`src/rtl/key_cmd_capture_if.sv`:
```
// key_cmd_capture_if
//   Valid/ready command channel between the key capture block and the
//   NeoPixel controller.
//   cmd_valid : source -> sink, holding slot occupied
//   cmd_data  : source -> sink, captured switch word (stable while valid)
//   cmd_ready : sink -> source, word accepted when valid && ready at a rising edge
interface key_cmd_capture_if #(
    parameter int SW_W = 5
);
    logic            cmd_valid;
    logic            cmd_ready;
    logic [SW_W-1:0] cmd_data;

    modport master (
        output cmd_valid,
        output cmd_data,
        input  cmd_ready
    );

    modport slave (
        input  cmd_valid,
        input  cmd_data,
        output cmd_ready
    );
endinterface

```
`src/rtl/key_cmd_capture.sv`:
```
// key_cmd_capture
//   Debounces the synchronized, active-low KEY0. Each debounced press
//   captures the switch word into a 1-deep holding slot, which is offered
//   downstream over a valid/ready channel. Presses that find the slot
//   occupied (and not being emptied on that edge) are counted.
//   clock       : system clock, rising edge
//   reset       : asynchronous, active-high, clears all state
//   syncedKEY0  : synchronized key, 0 = pressed
//   syncedSW    : synchronized switch word
//   cmd_bus     : master side of the command channel (valid/data out, ready in)
//   key_pressed : debounced key level, 1 = pressed
//   dropped_cnt : saturating count of presses lost to a full slot
module key_cmd_capture #(
    parameter int DEBOUNCE_CYCLES = 500000,
    parameter int SW_W            = 5,
    parameter int DROP_W          = 8
) (
    input  logic                   clock,
    input  logic                   reset,
    input  logic                   syncedKEY0,
    input  logic [SW_W-1:0]        syncedSW,
    key_cmd_capture_if.master      cmd_bus,
    output logic                   key_pressed,
    output logic [DROP_W-1:0]      dropped_cnt
);

    localparam int CNT_W = $clog2(DEBOUNCE_CYCLES + 1);

    localparam logic [CNT_W-1:0]  CNT_ZERO = '0;
    localparam logic [CNT_W-1:0]  CNT_ONE  = CNT_W'(1);
    localparam logic [CNT_W-1:0]  CNT_LAST = CNT_W'(DEBOUNCE_CYCLES - 1);
    localparam logic [DROP_W-1:0] DROP_MAX = '1;

    localparam logic [1:0] IDLE         = 2'd0;
    localparam logic [1:0] PRESS_WAIT   = 2'd1;
    localparam logic [1:0] PRESSED      = 2'd2;
    localparam logic [1:0] RELEASE_WAIT = 2'd3;

    logic [1:0]      state;
    logic [1:0]      state_next;
    logic [CNT_W-1:0] cnt;
    logic [CNT_W-1:0] cnt_next;
    logic            capture;
    logic            valid_q;
    logic [SW_W-1:0] data_q;

    // Debounce FSM next state. The counter holds how many consecutive
    // samples of the new level have been seen; with a one-cycle debounce
    // the WAIT states are skipped and the level change commits immediately.
    always_comb begin
        state_next = state;
        cnt_next   = cnt;
        capture    = 1'b0;
        case (state)
            IDLE: begin
                if (!syncedKEY0) begin
                    if (DEBOUNCE_CYCLES == 1) begin
                        state_next = PRESSED;
                        cnt_next   = CNT_ZERO;
                        capture    = 1'b1;
                    end else begin
                        state_next = PRESS_WAIT;
                        cnt_next   = CNT_ONE;
                    end
                end
            end
            PRESS_WAIT: begin
                if (syncedKEY0) begin
                    state_next = IDLE;
                    cnt_next   = CNT_ZERO;
                end else if (cnt == CNT_LAST) begin
                    state_next = PRESSED;
                    cnt_next   = CNT_ZERO;
                    capture    = 1'b1;
                end else begin
                    cnt_next   = cnt + CNT_ONE;
                end
            end
            PRESSED: begin
                if (syncedKEY0) begin
                    if (DEBOUNCE_CYCLES == 1) begin
                        state_next = IDLE;
                        cnt_next   = CNT_ZERO;
                    end else begin
                        state_next = RELEASE_WAIT;
                        cnt_next   = CNT_ONE;
                    end
                end
            end
            RELEASE_WAIT: begin
                if (!syncedKEY0) begin
                    state_next = PRESSED;
                    cnt_next   = CNT_ZERO;
                end else if (cnt == CNT_LAST) begin
                    state_next = IDLE;
                    cnt_next   = CNT_ZERO;
                end else begin
                    cnt_next   = cnt + CNT_ONE;
                end
            end
            default: begin
                state_next = IDLE;
                cnt_next   = CNT_ZERO;
            end
        endcase
    end

    // Debounce state and the registered debounced key level.
    always_ff @(posedge clock or posedge reset) begin
        if (reset) begin
            state       <= IDLE;
            cnt         <= CNT_ZERO;
            key_pressed <= 1'b0;
        end else begin
            state       <= state_next;
            cnt         <= cnt_next;
            key_pressed <= (state_next == PRESSED) || (state_next == RELEASE_WAIT);
        end
    end

    // Holding slot. A capture on the same edge the old word is accepted
    // reloads the slot; a capture into a slot that stays full is dropped.
    always_ff @(posedge clock or posedge reset) begin
        if (reset) begin
            valid_q     <= 1'b0;
            data_q      <= '0;
            dropped_cnt <= '0;
        end else if (capture) begin
            if (!valid_q || cmd_bus.cmd_ready) begin
                valid_q <= 1'b1;
                data_q  <= syncedSW;
            end else if (dropped_cnt != DROP_MAX) begin
                dropped_cnt <= dropped_cnt + 1'b1;
            end
        end else if (valid_q && cmd_bus.cmd_ready) begin
            valid_q <= 1'b0;
        end
    end

    assign cmd_bus.cmd_valid = valid_q;
    assign cmd_bus.cmd_data  = data_q;

endmodule
```
`src/flat_wrapper.sv`:
```
// flat-port wrapper written by rule: the top's interface ports become plain ports
module key_cmd_capture_flat 
#(
    parameter int DEBOUNCE_CYCLES = 500000,
    parameter int SW_W            = 5,
    parameter int DROP_W          = 8
)
  (clock, reset, syncedKEY0, syncedSW, key_pressed, dropped_cnt, cmd_bus_cmd_valid, cmd_bus_cmd_data, cmd_bus_cmd_ready);
  key_cmd_capture_if #(.SW_W(SW_W)) cmd_bus_i ();
  input  logic clock;
  input  logic reset;
  input  logic syncedKEY0;
  input  logic [SW_W-1:0] syncedSW;
  output logic key_pressed;
  output logic [DROP_W-1:0] dropped_cnt;
  output wire logic [$bits(cmd_bus_i.cmd_valid)-1:0] cmd_bus_cmd_valid;
  output wire logic [$bits(cmd_bus_i.cmd_data)-1:0] cmd_bus_cmd_data;
  input wire logic [$bits(cmd_bus_i.cmd_ready)-1:0] cmd_bus_cmd_ready;
  assign cmd_bus_cmd_valid = cmd_bus_i.cmd_valid;
  assign cmd_bus_cmd_data = cmd_bus_i.cmd_data;
  assign cmd_bus_i.cmd_ready = cmd_bus_cmd_ready;
  key_cmd_capture #(.DEBOUNCE_CYCLES(DEBOUNCE_CYCLES), .SW_W(SW_W), .DROP_W(DROP_W)) u_core (.clock(clock), .reset(reset), .syncedKEY0(syncedKEY0), .syncedSW(syncedSW), .cmd_bus(cmd_bus_i), .key_pressed(key_pressed), .dropped_cnt(dropped_cnt));
endmodule
```
`config.mk`:
```
export PLATFORM = sky130hd
export DESIGN_NAME = key_cmd_capture_flat
export DESIGN_NICKNAME = d
export VERILOG_FILES = /design/src/rtl/key_cmd_capture_if.sv /design/src/rtl/key_cmd_capture.sv /design/src/flat_wrapper.sv
export SDC_FILE = /design/constraint.sdc
export NUM_CORES = 1
export LEC_CHECK = 0
export BUFFER_PORTS_ARGS = -buffer_cell sky130_fd_sc_hd__buf_2
export CAP_MARGIN = 20
export CORE_UTILIZATION = 61
export CTS_CLUSTER_SIZE = 12
export DETAILED_ROUTE_END_ITERATION = 10
export PLACE_DENSITY_LB_ADDON = 0.2
export SYNTH_ARGS = -nofsm -noshare
export SYNTH_HDL_FRONTEND = slang
export SYNTH_SLANG_ARGS = --single-unit
```
`constraint.sdc`:
```
create_clock -name clock -period 5 [get_ports clock]
set_input_delay 1 -clock clock [delete_from_list [all_inputs] [get_ports clock]]
set_output_delay 1 -clock clock [all_outputs]
set_load 0.005 [all_outputs]
```
==> run metrics, run 1 <==
pre-CTS setup slack 2.39 ns; CTS Sinks 36; placed cell count 231; Final WS setup 2.88 ns; die footprint 0.00328 mm^2; fraction of power spent switching nets 24.4%; Fin Setup TNS 0 ns; via density per instance 5.96; Cell variety after synth 44; Worst EP arrival 2.38 ns; layout cell share with drive strength beyond 1 23.0%; Tcrit/Tclk final 42.4%; routed wire length 3460 um; CTS tree yes; M3 GR Usage 5.22%; max-slew violation count 0; post-detail-place hpwl 2430 um; # rows 19; count leader, synth dfrtp_1; critical path class primary input to flip-flop; I/O pin total 24; Final Util 73.2%; Synth top area share 48.4%; fill cell count 216; maximum fanout along the worst path 17; clock power share 35.8%; Critical Path RT 5.26 ns; maximum vdd drop 203 uV; Post-synth ARST share 100%; Clock Latency Late Sink 0.34 ns; I/O Buffers 23; hold_buf cts 0; max-cap viol count 0; Netlist Area Pre-Place 0.00186 mm^2; core area 0.00283 mm^2; Most Crowded Layer GR met2; cell-internal power 423 uW; grt total ovfl 0; sequential fraction of design power 55.0%; Finished Layout Cells 240; Placer Congestion 0.870; Final Hold Viols 0; Resized cells post-CTS 0; postcts setup bufs 0; commonest cells in the netlist dfrtp_1, nand2_1, a21oi_1, nand3_1, nand4_1; routed len/inst 14.4 um; initial antenna violation count 0; post-synth net total 192; Via Count 1431; deepest clock path buffer count 2; outcome finished with violations; total CTS buffers 5; Detailed Route Iter0 Violations 63; Rel. slew slack 66.5%; CP Launch Type primary input; vias in the first global route 1450; Final min period 2.12 ns; met2 Use GR 40.7%; Comb power frac 9.3%; first-pass GRT wire length 6290 um; largest net degree at the start of global routing 37; Net count, final 219; grt met1 use 31.1%; Die Y 57.2 um; Main synth FF type dfrtp_1; clk_skew 0.0131 ns; Pre-antenna DRT Iters 8; Yosys reg bits 36; H-tree lvl count 2; hold crit path type flip-flop to flip-flop; post-route antenna net violation count 0; Die X 57.2 um; fmax 0.471 GHz; ant diodes 0; Pwr Density 270 mW/mm^2; Initial Util 65.8%; Syn Inst Count 181; Switching Power 136 uW; post-synthesis sequential area ratio 48.4%; pin slew with the least headroom to its limit 0.501 ns; Synth area leader dfrtp_1; # DRC 5; area grow syn2layout 11.3%; GRT Util Overall 25.0%; Synth area leaders dfrtp_1, nand4_1, xnor2_1, a21oi_1, mux2i_1; RSZ-0062 raised after global routing no; failing checks DRC; Leak 0.998 nW; Root Driver clkbuf_4; Yosys warnings 0; Mean Syn Cell Area 10.3 um^2; Final setup viols 0; number of synthesized flops with an enable pin 0; Worst Setup End Kind flip-flop; Clk pin slew, worst setup/hold paths 0.10 ns
-- power by group through the flow --
stage,clock network (mW),logic [mW],registers (mW)
detailed placement,0,0.0511,0.313
CTS,0.203,0.0509,0.307
finish,0.200,0.0518,0.308
floorplan,0,0.0410,0.309
global placement,0,0.0497,0.313
global route,0.213,0.0587,0.309
-- metrics by stage --
step	total power, mW	cell area (um^2)	hold WS [ns]
after detailed placement	0.364	1990	0.486
final	0.560	2070	0.495
after floorplan	0.351	1860	0.443
after global routing	0.581	2070	0.529
after global placement	0.362	1990	0.457
after CTS	0.561	2060	0.500
-- flip-flops by register name, summed over array words and instances (netlist names) --
signal                    count
u_core.cmd_bus.cmd_data       5
u_core.state                  2
u_core.key_pressed            1
u_core.cnt                   19
u_core.cmd_bus.cmd_valid      1
u_core.dropped_cnt            8
-- cells in the final DEF (no fill, tap or decap), types with 2 or more instances in the layout --
cell type  count
dfrtp_1       36
buf_2         23
nand2_1       14
nand3_1       12
a21oi_1       12
nand4_1       10
o21ai_0        7
xnor2_1        7
inv_1          7
nor2_1         6
mux2i_1        6
and3_1         5
mux2_2         5
clkbuf_4       5
nor3_1         4
or3_1          4
nor4_1         3
o21ai_1        3
xor2_1         3
a21o_1         3
and2_1         2
and4_1         2
nand2b_1       2
and2_2         2
a22o_1         2
o22ai_1        2
ha_1           2
buf_4          2
-- cells by family after synthesis --
logic type / synth area share, %
flip-flops: 48.4
multiplexers: 6.85
AND/OR/NAND/NOR: 22.7
XOR/XNOR: 5.58
adder cells (fa/ha/maj): 1.34
buffers and inverters: 3.29
AO/OA/AOI/OAI: 11.8
-- final cells by class --
class | count | area (um^2) | share of cell area [%]
multi-input cells | 133 | 900 | 43.4
flip-flops and latches | 36 | 901 | 43.5
well taps | 31 | 38.8 | 1.87
inverters | 7 | 26.3 | 1.27
clock buffers | 6 | 41.3 | 1.99
repair buffers | 25 | 130 | 6.28
clock inverters | 2 | 35.0 | 1.69
-- layer usage --
layer	share of wire, %	vias up
li1	-	713
met1	45	673
met2	49	39
met3	5.2	6
met4	1.4	0
met5	0	-
-- worst paths after layout --
kind / from / end / slack (ns) / cells past startpoint
max in group asynchronous: reset / u_core.cnt[8] / 3.95 / 3
hold reg to reg: u_core.cnt[18] / u_core.cnt[18] / 0.50 / 1
setup / recovery: syncedKEY0 / u_core.cnt[18] / 2.88 / 6
setup reg to reg: u_core.cnt[0] / u_core.dropped_cnt[1] / 3.00 / 5
hold / removal: u_core.cnt[18] / u_core.cnt[18] / 0.50 / 1
min in group asynchronous: reset / u_core.cnt[17] / 0.74 / 3
-- worst max-delay path: stages --
cell	delay, ns
buf_2	0.13
xnor2_2	0.33
nand2_2	0.19
a21oi_4	0.40
nand3_1	0.17
mux2i_1	0.16
Power figures use the tool's default switching activity.
==> run 2: changes to the inputs <==
CORE_UTILIZATION = 57   (was 61)
clock period = 2.2 ns   (was 5 ns; I/O delays follow)
==> run 2 against run 1 <==
The flow now finishes without violations. Setup slack worse by 2.7 ns. Final cell count increased by 5.0%. Clock power up 86%. Cell area is 0.24% lower. Sequential power is 130% higher. Flip-flop and latch count is the same. Die area increased by 6.8%. Worst hold slack worse by 0.32 ns. Utilization fell by 6.1 points. Clock-buffer cell count increased by 1. Register-to-register slack worse by 2.8 ns.
==> run metrics, run 2 (same netlist as run 1, synthesis figures left out) <==
worst r2r src u_core.cnt[1]; postcts setup bufs 0; maximum vdd drop 395 uV; first-pass GRT wire length 6070 um; routed len/inst 14.8 um; Pre-antenna DRT Iters 4; largest net degree at the start of global routing 37; die footprint 0.00350 mm^2; r2r endpoint u_core.dropped_cnt[1]; I/O Buffers 23; # DRC 0; grt total ovfl 0; CP Launch Type flip-flop; hold_buf cts 0; core area 0.00308 mm^2; Final min period 2.04 ns; routed wire length 3740 um; Worst Setup End Kind flip-flop; max-cap viol count 0; # rows 20; Leak 0.982 nW; Critical Path RT 2.43 ns; outcome complete, no violations; deepest clock path buffer count 2; Fin Setup TNS 0 ns; Tcrit/Tclk final 92.9%; ant diodes 0; Pwr Density 576 mW/mm^2; max-slew violation count 0; Final setup viols 0; Via Count 1478; Die Y 59.2 um; R2R Setup Slk 0.16 ns; Die X 59.2 um; I/O pin total 24; most frequent cells in the layout dfrtp_1, buf_2, nand2_1, nand3_1, a21oi_1; reg2reg path depth 5; vias in the first global route 1359; total CTS buffers 5; Final Hold Viols 0; Placer Congestion 0.820; Biggest register u_core.cnt; Clock Latency Late Sink 0.34 ns; GRT Util Overall 23.5%; H-tree lvl count 2; post-detail-place hpwl 2650 um; RSZ-0062 raised after global routing no; clk_skew 0.00698 ns; CTS tree yes; pin slew with the least headroom to its limit 1.01 ns; Rel. slew slack 32.6%; fmax 0.489 GHz; critical path class flip-flop to flip-flop; Worst EP arrival 2.28 ns; Root Driver clkbuf_4; Final WS setup 0.157 ns; Net count, final 218; via density per instance 5.87; fill cell count 255; Initial Util 60.5%; Detailed Route Iter0 Violations 99; area grow syn2layout 11.0%; Clk pin slew, worst setup/hold paths 0.11 ns; layout cell share with drive strength beyond 1 22.6%; initial antenna violation count 0; post-route antenna net violation count 0; hold crit path type primary input to async pin; Largest register FFs 19; CTS Sinks 36; commonest non-fill, non-tap cell in the layout dfrtp_1; pre-CTS setup slack 0.174 ns; maximum fanout along the worst path 8; Resized cells post-CTS 0
==> run 2: cell types whose count changed in the layout (fill, tap and decap cells not counted), sizes merged <==
| cell | delta |
|---|---|
| clkbuf | +1 |
| clkinv | -1 |
| buf | -1 |
| clkinvlp | +1 |
| bufinv | -1 |
==> run 2: critical path, cell delays in order, from the launching register on <==
cell,delay (ns)
dfrtp_1,0.42
ha_1,0.26
and4_1,0.32
and4_1,0.24
and3b_1,0.35
mux2_1,0.35
==> run 2: area by class of cell <==
| class | count | area, um^2 | area share (%) |
|---|---|---|---|
| clock buffers | 7 | 55.1 | 2.66 |
| multi-input cells | 133 | 900 | 43.5 |
| inverters | 7 | 26.3 | 1.27 |
| clock inverters | 1 | 7.51 | 0.363 |
| flip-flops and latches | 36 | 901 | 43.6 |
| well taps | 44 | 55.1 | 2.66 |
| repair buffers | 24 | 123 | 5.93 |
==> run 2: metal layers <==
| layer | global-route usage [%] | vias up | wire length (um) | part of all wire, % |
|---|---|---|---|---|
| met3 | 6.77 | 4 | 210 | 5.6 |
| met1 | 31.7 | 721 | 1770 | 47 |
| met2 | 36.5 | 46 | 1720 | 46 |
| met4 | 7.82 | 0 | 42 | 1.1 |
| met5 | 0 | - | 0 | 0 |
| li1 | - | 707 | - | - |
==> run 2: how the worst max path moves through the flow <==
stage | end | slack (ns) | cells after the start | from
after floorplan | u_core.dropped_cnt[1] | 0.40 | 6 | u_core.cnt[0]
after global placement | u_core.dropped_cnt[1] | 0.21 | 5 | u_core.cnt[0]
after detailed placement | u_core.cnt[3] | 0.17 | 6 | syncedKEY0
after CTS | u_core.dropped_cnt[1] | 0.17 | 5 | u_core.cnt[0]
after global routing | u_core.cnt[5] | 0.04 | 6 | u_core.cnt[0]
final | u_core.dropped_cnt[1] | 0.16 | 5 | u_core.cnt[1]
==> run 2: per-stage QoR <==
| step | hold WS, ns | power (mW) | instances | util (%) | instance area, um^2 |
|---|---|---|---|---|---|
| 2_1_floorplan | 0.443 | 0.797 | 181 | - | 1860 |
| 3_3_place_gp | 0.457 | 0.825 | 244 | 65.1 | 2000 |
| 3_5_place_dp | 0.468 | 0.832 | 244 | 65.1 | 2000 |
| 4_1_cts | 0.184 | 1.20 | 252 | 67.2 | 2070 |
| 5_1_grt | 0.202 | 1.25 | 252 | 67.2 | 2070 |
| 6_report | 0.174 | 1.19 | 252 | 67.2 | 2070 |
==> run 2: report_power, final <==
part           leakage (nW)  internal [mW]  switching, mW
combinational         0.458         0.0454         0.0739
sequential            0.493          0.677         0.0232
clock                0.0315          0.156          0.216
==> run 3: changes to the inputs <==
--- a/config.mk
+++ b/config.mk
@@ -7,5 +7,5 @@
 export LEC_CHECK = 0
 export BUFFER_PORTS_ARGS = -buffer_cell sky130_fd_sc_hd__buf_2
-export CAP_MARGIN = 20
+export CAP_MARGIN = 40
 export CORE_UTILIZATION = 57
 export CTS_CLUSTER_SIZE = 12
==> constraint.sdc (replaced) <==
create_clock -name clock -period 2.2 [get_ports clock]
set_input_delay 0.11 -clock clock [delete_from_list [all_inputs] [get_ports clock]]
set_output_delay 0.11 -clock clock [all_outputs]
set_load 0.005 [all_outputs]
==> run 3 against run 2 <==
Wire length is 2.4% higher. Global-route usage is 1.1 points higher. Flip-flop and latch count stayed put. Highest routed layer unchanged.
==> run metrics, run 3 (same netlist as run 1, synthesis figures left out) <==
I/O pin total 24; Min Hold Slack 0.0355 ns; Tcrit/Tclk final 93.1%; # DRC 0; reg2reg path depth 5; GRT Util Overall 24.7%; Net count, final 225; CP Launch Type flip-flop; fin area 0.00214 mm^2; Final WS setup 0.153 ns; Reg area 901 um^2; RSZ-0062 raised after global routing no; Biggest register u_core.cnt; CTS tree yes; hold crit path type primary input to flip-flop; die footprint 0.00350 mm^2; Clk pin slew, worst setup/hold paths 0.11 ns; commonest non-fill, non-tap cell in the layout dfrtp_1; Pre-antenna DRT Iters 4; cell-internal power 889 uW; via density per instance 5.85; maximum vdd drop 394 uV; Area after DPL 0.00202 mm^2; Via Count 1515; Die X 59.2 um; worst r2r src u_core.cnt[0]; most frequent cells in the layout dfrtp_1, buf_2, nand2_1, nand3_1, a21oi_1; maximum fanout along the worst path 8; layout cell share with drive strength beyond 1 22.3%; clk_skew 0.00495 ns; Final Util 69.5%; Detailed Route Iter0 Violations 77; fill cell count 251; routed len/inst 14.8 um; Placer Congestion 0.773; r2r endpoint u_core.dropped_cnt[1]; Resized cells post-CTS 0; Largest register FFs 19; Clock Latency Late Sink 0.33 ns; Final setup viols 0; Comb power frac 10.9%; pin slew with the least headroom to its limit 0.664 ns; Initial Util 60.5%; largest net degree at the start of global routing 23; multi-input logic area 900 um^2; # rows 20; Final min period 2.05 ns; post-route antenna net violation count 0; Switching Power 314 uW; Leak 1.01 nW; Pwr Density 562 mW/mm^2; sequential fraction of design power 58.2%; Die Y 59.2 um; core area 0.00308 mm^2; outcome complete, no violations; postcts setup bufs 0; hold_buf cts 6; H-tree lvl count 2; initial antenna violation count 0; Fin Setup TNS 0 ns; max-cap viol count 0; grt total ovfl 0; routed wire length 3830 um; clock power share 30.9%; critical path class flip-flop to flip-flop; Rel. slew slack 55.6%; Root Driver clkbuf_4; CTS Sinks 36; deepest clock path buffer count 2; vias in the first global route 1400; Hold EP u_core.state[1]; I/O Buffers 23; hold path start syncedKEY0; Hold Crit Depth 2; fmax 0.488 GHz; R2R Setup Slk 0.15 ns; Worst EP arrival 2.27 ns; Critical Path RT 2.42 ns; Critical path origin u_core.cnt[0]; post-detail-place hpwl 2700 um; area grow syn2layout 14.9%; first-pass GRT wire length 6350 um; total CTS buffers 5; fraction of power spent switching nets 26.1%; Final Hold Viols 0; pre-CTS setup slack 0.183 ns; Worst Setup End Kind flip-flop; max-slew violation count 0; ant diodes 0
-- run 3: area by class of cell --
type / instances / share of cell area (%)
tap: 44 / 2.57
timing repair buffer: 31 / 9.07
clock buffer: 7 / 2.57
clock inverter: 1 / 0.351
inverter: 7 / 1.23
sequential: 36 / 42.1
multi-input combinational: 133 / 42.1
-- run 3: worst max-delay path by stage --
stage / depth (start not counted) / end / slack, ns
final: 5 / u_core.dropped_cnt[1] / 0.15
after detailed placement: 5 / u_core.dropped_cnt[1] / 0.18
after floorplan: 6 / u_core.dropped_cnt[1] / 0.40
after global routing: 5 / u_core.dropped_cnt[1] / 0.006
after CTS: 5 / u_core.dropped_cnt[1] / 0.16
after global placement: 5 / u_core.cnt[3] / 0.28
-- run 3: power groups by stage --
stage | sequential, mW | combinational, mW | clock (mW)
after floorplan | 0.703 | 0.0933 | 0
after global placement | 0.710 | 0.115 | 0
after detailed placement | 0.713 | 0.124 | 0
after CTS | 0.699 | 0.133 | 0.381
after global routing | 0.703 | 0.148 | 0.399
final | 0.699 | 0.132 | 0.372
-- run 3: layer usage --
layer  share of wire (%)  global-route usage, %  vias up
li1                    -                      -      725
met1                  47                   32.1      749
met2                  47                   40.4       36
met3                 5.2                   6.11        5
met4                 1.1                   8.16        0
met5                   0                      0        -
-- run 3: worst max-delay path, stage by stage, from the launching register on --
cell and delay (ns):
dfrtp_1 0.42, ha_1 0.25, and4_1 0.32, and4_1 0.24, and3b_1 0.35, mux2_1 0.36
-- run 3: metrics by stage --
step,power (mW),cells
3_3_place_gp,0.824,244
2_1_floorplan,0.797,181
3_5_place_dp,0.836,245
4_1_cts,1.21,259
5_1_grt,1.25,259
6_report,1.20,259
